===== src/rtl/lpm_pkg.sv =====
// lpm_pkg: shared widths and FSM states for the LPM result serializer
package lpm_pkg;
  localparam int BITS_DEFAULT = 32;
  localparam int LPM_WORDS = 8;
  localparam int LPM_IDX_W = 3;
  typedef enum logic [1:0] {IDLE, SEND, DONE} lpm_state_t;
endpackage


===== src/rtl/lpm_result_bank.sv =====
// lpm_result_bank: 8-word register file with parallel load and one indexed read port
module lpm_result_bank
  import lpm_pkg::*;
#(
  parameter int BITS = BITS_DEFAULT
) (
  input  logic                            i_clk,
  input  logic                            i_rst,
  input  logic                            i_load,
  input  logic [LPM_WORDS-1:0][BITS-1:0]  i_data,
  input  logic [LPM_IDX_W-1:0]            i_idx,
  output logic [BITS-1:0]                 o_data
);
  logic [LPM_WORDS-1:0][BITS-1:0] r_bank;
  always_ff @(posedge i_clk or posedge i_rst)
    if (i_rst) r_bank <= '0;
    else if (i_load) r_bank <= i_data;
  assign o_data = r_bank[i_idx];
endmodule


===== src/rtl/lpm_result_serializer.sv =====
// lpm_result_serializer: captures eight LPM result words and streams them over valid/ready with a running checksum
module lpm_result_serializer
  import lpm_pkg::*;
#(
  parameter int BITS = BITS_DEFAULT
) (
  input  logic                  clock,
  input  logic                  reset,
  input  logic                  start,
  input  logic [BITS-1:0]       in1,
  input  logic [BITS-1:0]       in2,
  input  logic [BITS-1:0]       in3,
  input  logic [BITS-1:0]       in4,
  input  logic [BITS-1:0]       in5,
  input  logic [BITS-1:0]       in6,
  input  logic [BITS-1:0]       in7,
  input  logic [BITS-1:0]       in8,
  input  logic                  out_ready,
  output logic                  out_valid,
  output logic [BITS-1:0]       out_data,
  output logic [LPM_IDX_W-1:0]  out_index,
  output logic                  busy,
  output logic                  done,
  output logic [BITS-1:0]       checksum
);
  lpm_state_t             r_state;
  logic [LPM_IDX_W-1:0]   r_idx;
  logic                   r_valid;
  logic                   r_done;
  logic [BITS-1:0]        r_sum;
  logic [BITS-1:0]        w_rd;
  logic                   w_load;
  logic                   w_xfer;
  logic                   w_last;
  assign w_load = (r_state == IDLE) && start;
  assign w_xfer = r_valid && out_ready;
  assign w_last = r_idx == LPM_IDX_W'(LPM_WORDS - 1);
  // index 0 of the bank is in1, so in1 sits in the low word of the packed bus
  lpm_result_bank #(.BITS(BITS)) u_bank (
    .i_clk  (clock),
    .i_rst  (reset),
    .i_load (w_load),
    .i_data ({in8, in7, in6, in5, in4, in3, in2, in1}),
    .i_idx  (r_idx),
    .o_data (w_rd)
  );
  always_ff @(posedge clock or posedge reset)
    if (reset) begin
      r_state <= IDLE;
      r_idx   <= '0;
      r_valid <= 1'b0;
      r_done  <= 1'b0;
      r_sum   <= '0;
    end else begin
      case (r_state)
        IDLE: if (start) begin
          r_state <= SEND;
          r_idx   <= '0;
          r_valid <= 1'b1;
          r_sum   <= '0;
        end
        SEND: if (w_xfer) begin
          r_sum <= r_sum + w_rd;
          if (w_last) begin
            r_state <= DONE;
            r_valid <= 1'b0;
            r_done  <= 1'b1;
          end else r_idx <= r_idx + LPM_IDX_W'(1);
        end
        default: begin
          r_state <= IDLE;
          r_done  <= 1'b0;
        end
      endcase
    end
  assign out_valid = r_valid;
  assign out_data  = w_rd;
  assign out_index = r_idx;
  assign busy      = r_state != IDLE;
  assign done      = r_done;
  assign checksum  = r_sum;
endmodule


===== config.mk =====
export PLATFORM = sky130hd
export DESIGN_NAME = lpm_result_serializer
export DESIGN_NICKNAME = d
export VERILOG_FILES = /design/src/rtl/lpm_pkg.sv /design/src/rtl/lpm_result_bank.sv /design/src/rtl/lpm_result_serializer.sv
export SDC_FILE = /design/constraint.sdc
export NUM_CORES = 1
export LEC_CHECK = 0
export BUFFER_PORTS_ARGS = -buffer_cell sky130_fd_sc_hd__buf_2
export CORE_UTILIZATION = 59
export DETAILED_ROUTE_END_ITERATION = 10
export GPL_TIMING_DRIVEN = 0
export PLACE_DENSITY = 0.86
export SYNTH_ARGS = -nofsm -noshare
export SYNTH_HDL_FRONTEND = slang
export SYNTH_SLANG_ARGS = --single-unit

===== constraint.sdc =====
create_clock -name clock -period 20.3 [get_ports clock]
set_input_delay 2.03 -clock clock [delete_from_list [all_inputs] [get_ports clock]]
set_output_delay 2.03 -clock clock [all_outputs]
set_load 0.02 [all_outputs]

== Yosys cells after proc, flatten, opt, wreduce, memory -nomap -nowiden ==
Cells that the tools add are included.
Word-level totals
  register bits: 295
  input port bits: 260
  output and inout bits: 70
  logic and storage cells: 53
Operators by class
  $add $sub $neg: 2
  $lt $le $gt $ge: 1
  equal/unequal tests: 6
  muxes and demuxes: 20
  bitwise gates (word level): 1
  reduce and logical (&&, ||, !) cells: 10
Operators with widths (number)
  binary-select mux 32 bit (select 3 bit): 1
  2-to-1 mux 32 bit: 3
  case mux 32 bit (2 select lines): 1
  adder 32 bit: 1
  2-to-1 mux 3 bit: 3
  AND reduction 3 bit: 3
  != test 2 bit (second input constant): 4
  AND reduction 4 bit: 2
  2-to-1 mux 2 bit: 3
  case mux 3 bit (2 select lines): 1
  2-to-1 mux 1 bit: 5
  < comparator 3 x 4 -> 1 bit (second input constant): 1
  case mux 1 bit (2 select lines): 2
  case mux 2 bit (2 select lines): 1
  nonzero test 2 bit: 2
  adder 3 x 1 -> 3 bit (second input constant): 1
  equality test 3 bit (second input constant): 1
  equality test 2 x 1 -> 1 bit (second input constant): 1
  logical AND 1 bit: 2
  zero test 2 bit: 1
  inverter 1 bit: 1

== Logic depth before layout (Yosys ltp) ==
  depth in word-level cells: 5
  gate-level depth with buffers: 14
  gate-level depth less buffers: 12

== Hierarchy ==
From an unflattened synthesis, not the netlist that was laid out.
Second synthesis, totals
  cells, all modules: 1036
  area, all modules: 14692.8 µm²
Modules (own cells, without submodules)
  lpm_result_bank: instances 1, cells an instance 655, area an instance 11446.0 µm², sequential area each 6406.1 µm²
  lpm_result_serializer: instances 1, cells an instance 381, area an instance 3246.9 µm², sequential area each 975.9 µm²

== Worst setup path after synthesis ==
Ideal clock, no wire load.
  path kind: register -> register
  from: register r_idx[0] (netlist: out_index[0])
  to: register r_sum[28] (netlist: checksum[28])
  library setup time: 122 ps
  arrival time: 4701 ps
  required time: 20178 ps
  slack: 15477 ps
  cell stages (with the launch flop): 15
  buffers on the path: 2
  clock period less this slack: 4823 ps
  cells stage by stage: dfrtp_1 buf_2 buf_1 mux4_2 mux2_2 ha_1 fa_1 a21o_1 a21o_1 a211oi_4 o31ai_2 a211oi_4 nor4_1 or4_1 a32o_1
On the way
  word-level cells in the longest chain between the ends: 5
Ends and longest elaborated chain
  from (decl): line lpm_result_serializer.sv:27  | logic [LPM_IDX_W-1:0] r_idx;
  from (signal assigned): line lpm_result_serializer.sv:68  | end else r_idx <= r_idx + LPM_IDX_W'(1);
  binary-select mux 32 bit (select 3 bit): line lpm_result_bank.sv:18  | assign o_data = r_bank[i_idx];
  2-to-1 mux 32 bit (not written as such): line lpm_result_bank.sv:18
  named net out_data[0]: line lpm_result_serializer.sv:20  | output logic [BITS-1:0] out_data,
  adder 32 bit: line lpm_result_serializer.sv:63  | r_sum <= r_sum + w_rd;
  2-to-1 mux 32 bit: line lpm_result_serializer.sv:62  | SEND: if (w_xfer) begin
  case mux 32 bit (2 select lines): line lpm_result_serializer.sv:55  | case (r_state)
  to (signal assigned): line lpm_result_serializer.sv:63
  to (decl): line lpm_result_serializer.sv:30  | logic [BITS-1:0] r_sum;
The timed path passes the listed nets, and every way through them passes these cells. The select of a mux whose other input is x is not followed.
A chain may end at the register's enable or synchronous reset.

== Worst setup path after layout ==
  from: register r_idx[0] (netlist: out_index[0])
  to: register r_sum[28] (netlist: checksum[28])
On the way
  word-level cells in the longest chain between the ends: 5
Ends and longest elaborated chain (line)
  binary-select mux 32 bit (select 3 bit): lpm_result_bank.sv:18
  2-to-1 mux 32 bit (not written as such): lpm_result_bank.sv:18
  adder 32 bit: lpm_result_serializer.sv:63
  2-to-1 mux 32 bit: lpm_result_serializer.sv:62
  case mux 32 bit (2 select lines): lpm_result_serializer.sv:55
Every way passes these cells. The select of a mux whose other input is x is not followed.

==> summary.md <==
| Metric | Value |
|---|---|
| Hold Crit Start | u_bank.r_bank[119]$_DFFE_PP0P_ |
| Psw | 1.41 mW |
| Avg WL per Cell | 20.7 um |
| Pwr/cell area | 186 nW/um^2 |
| Vias per std cell | 5.82 |
| Die X-Extent | 159 um |
| IO buf count | 329 |
| CTS resizes | 0 |
| R2R depth | 14 |
| Reg clk slew, reported paths | 0.06 ns |
| Buf/Inv on CP | 2 |
| Worst vdd rail ir drop | 0.107 mV |
| First-pass DRT Iterations | 8 |
| Clock power share | 17.5% |
| Final setup vio count | 0 |
| Nets | 2212 |
| Slew @ Worst Pin | 1.06 ns |
| Vias in the first global route | 13400 |
| Worst hold-check path type | reg -> reg |
| Slowest CP cell | buf_1 |
| Post-synthesis cell type count | 57 |
| Io pins | 330 |
| Crit path DAT | 6.10 ns |
| CTS Buffer Depth | 3 |
| Starting DRC count in detailed routing | 1414 |
| Setup Buffers After CTS | 0 |
| FF/Latch Area | 7380 um^2 |
| GRT Util Overall | 37.9% |
| Leading cell type in the layout, fill and taps excluded | nand2_1 |
| FF+latch count, synth | 295 |
| Logic pwr share | 51.2% |
| Die footprint | 25200 um^2 |
| Largest net degree at the start of global routing | 133 |
| First-pass GRT wire length | 72600 um |
| EDFF count, synth | 0 |
| Critical Path RT | 20.76 ns |
| P_leak | 9.46 nW |
| Hold Path Sink | u_bank.r_bank[119]$_DFFE_PP0P_ |
| Sw Ratio | 42.9% |
| Residual DRC count | 0 |
| Max Cap Viol | 0 |
| Final hold vios | 0 |
| Post-Syn Area | 14500 um^2 |
| Worst hold stages | 2 |
| CP cell instances | buf_2 > buf_1 > mux4_2 > mux2_2 > ha_1 > fa_1 > a21o_1 > a21o_1 > a211oi_4 > o31ai_2 > a211oi_4 > nor4_1 > or4_1 > a32o_1 |
| Die Ht | 159 um |
| H-Tree Depth | 1 |
| Final period util | 27.8% |
| CP max FO | 10 |
| Max Fclk | 177 MHz |
| Main synth FF type | dfrtp_1 |
| Finished Layout Cells | 2265 |
| Clock sinks | 295 |
| Unrepaired setup endpoints after global routing | no |
| Cell family contributing the most delay on the critical path | compound AO/OA/AOI/OAI gates |
| Antenna viol nets, final | 0 |
| Pint | 1.88 mW |
| CTS root buffer | clkbuf_16 |
| Clk Latency, worst-skew pair | 0.57 ns |
| Share of layout cells above drive strength 1 | 25.2% |
| TritonCTS Buffers | 31 |
| Initial core utilization | 61.0% |
| Core Util, Final | 74.3% |
| Crit Reg-Reg Endpoint | checksum[28]$_DFFE_PP0P_ |
| Crit path kind | reg -> reg |
| Worst path max stage delay | 0.77 ns |
| Avg Cell Area, Syn | 9.33 um^2 |
| Cell count after synthesis | 1554 |
| CP Launch Type | flop |
| Element type at the critical path end | flop |
| Initial antenna violation count | 7 |
| Area occupied by multi-input gates | 6730 um^2 |
| GP Congestion | 1.14 |
| HPWL after DPL | 34200 um |
| Synth async-reset ratio | 100% |
| Sum Neg Setup Slack | 0 ns |
| CTS tree | built |
| Final Max Slew Viols | 0 |
| Area grow syn2layout | 21.8% |
| Final worst path period need | 5.65 ns |
| Core Rows | 56 |
| Rel. slew slack | 29.6% |
| Placed cell count | 2204 |
| Final wirelength | 46800 um |
| Syn Nets | 1848 |
| Fill cells | 1673 |
| Status | completed |
| Reg2reg start | out_index[0]$_DFFE_PP0P_ |
| Commonest cells after routing, fill and taps aside | 816 x nand2_1, 331 x buf_2, 295 x dfrtp_1, 78 x clkbuf_1, 64 x mux4_2 |
| Sequential fraction of the synthesis area | 50.9% |
| Grt total ovfl | 0 |
| CORE AREA | 23800 um^2 |
| Flop pwr share | 31.3% |
| Syn. warnings | 0 |
| Hold_buf cts | 0 |
| Via Count | 13200 |
| Setup slack, reg-to-reg | 14.65 ns |
| Clock skew | 0.0138 ns |
==> kinds of logic after synthesis <==
logic type      share of synthesized area, %
simple gates                            23.0
flops                                   50.9
compound gates                          6.13
buf+inv                                 2.66
mux                                     12.7
fa+ha+maj                               2.99
xor+xnor                                1.57
==> routing by layer <==
| layer | wire [um] | up-vias | track usage, % | part of all wire, % |
|---|---|---|---|---|
| met5 | 44 | - | 0 | 0.094 |
| met4 | 2210 | 6 | 15.8 | 4.7 |
| met3 | 4670 | 169 | 7.81 | 10 |
| met2 | 22500 | 834 | 62.3 | 48 |
| met1 | 17400 | 6316 | 49.0 | 37 |
| li1 | - | 5846 | - | - |
==> registers in the layout, summed over array words and instances (netlist names) <==
register / count
r_state: 2
out_index: 3
done: 1
u_bank.r_bank: 256
out_valid: 1
checksum: 32
==> power by group through the flow <==
stage	Clock [mW]	Sequential (mW)	Combinational, mW
finish	0.576	1.03	1.68
global route	0.602	1.05	1.81
CTS	0.578	1.02	1.65
detailed placement	0	1.02	1.63
global placement	0	1.01	1.56
floorplan	0	1.01	1.15
==> tightest hold or removal path, delay by kind of cell (launching register included) <==
kind / cells / cell delay (ns)
and+or+nand+nor: 2 / 0.11
DFF: 1 / 0.34
==> per-stage QoR <==
step	instance area, um^2	hold WS [ns]	total power, mW	setup slack [ns]
4_1_cts	17600	0.473	3.24	14.70
3_5_place_dp	16600	0.457	2.65	14.71
2_1_floorplan	14500	0.435	2.15	10.12
6_report	17600	0.473	3.28	14.65
5_1_grt	17600	0.488	3.46	14.52
3_3_place_gp	16500	0.452	2.57	7.38
==> worst max-delay path by stage <==
stage               slack, ns                     start                       end  cells past startpoint
floorplan               10.12                     reset   checksum[0]$_DFFE_PP0P_                      1
CTS                     14.70  out_index[0]$_DFFE_PP0P_  checksum[28]$_DFFE_PP0P_                     14
detailed placement      14.71  out_index[0]$_DFFE_PP0P_  checksum[28]$_DFFE_PP0P_                     14
finish                  14.65  out_index[0]$_DFFE_PP0P_  checksum[28]$_DFFE_PP0P_                     14
global placement         7.38                     reset  checksum[23]$_DFFE_PP0P_                      2
global route            14.52  out_index[0]$_DFFE_PP0P_  checksum[28]$_DFFE_PP0P_                     14
==> synth_stat cells, drive strengths merged, types with 2 or more instances <==
library cell / instances / share of area, %
buf: 17 / 0.46
a21o: 14 / 0.73
a221oi: 2 / 0.16
dfrtp: 295 / 51
a21oi: 31 / 1.1
nand2b: 3 / 0.13
o21ai: 40 / 1.4
ha: 33 / 2.8
mux2: 32 / 2.5
inv: 15 / 0.39
o211ai: 6 / 0.31
xor2: 9 / 0.54
a21boi: 2 / 0.10
nand3: 9 / 0.31
nor4: 3 / 0.13
nor2: 15 / 0.39
o21bai: 2 / 0.10
a22o: 8 / 0.48
and2: 2 / 0.086
a211oi: 5 / 0.47
or3: 4 / 0.17
a41oi: 2 / 0.17
o31ai: 6 / 0.35
mux4: 64 / 9.9
a32o: 2 / 0.14
a211o: 2 / 0.12
nand4: 3 / 0.13
xnor2: 17 / 1.0
nand2: 816 / 21
clkbuf: 70 / 1.8
mux2i: 4 / 0.30
or2: 3 / 0.13
nor3: 3 / 0.10
==> cell type report <==
cell class                      instances  area share [%]
Tap cell                              319            2.26
Clock buffer                           50            5.42
Buffer                                 87            1.86
Timing Repair Buffer                  331            9.64
Multi-Input combinational cell       1157            38.1
Inverter                               15           0.362
Antenna cell                            3          0.0425
Sequential cell                       295            41.8
Clock inverter                          8           0.475
(Power assumes the default switching activity.)
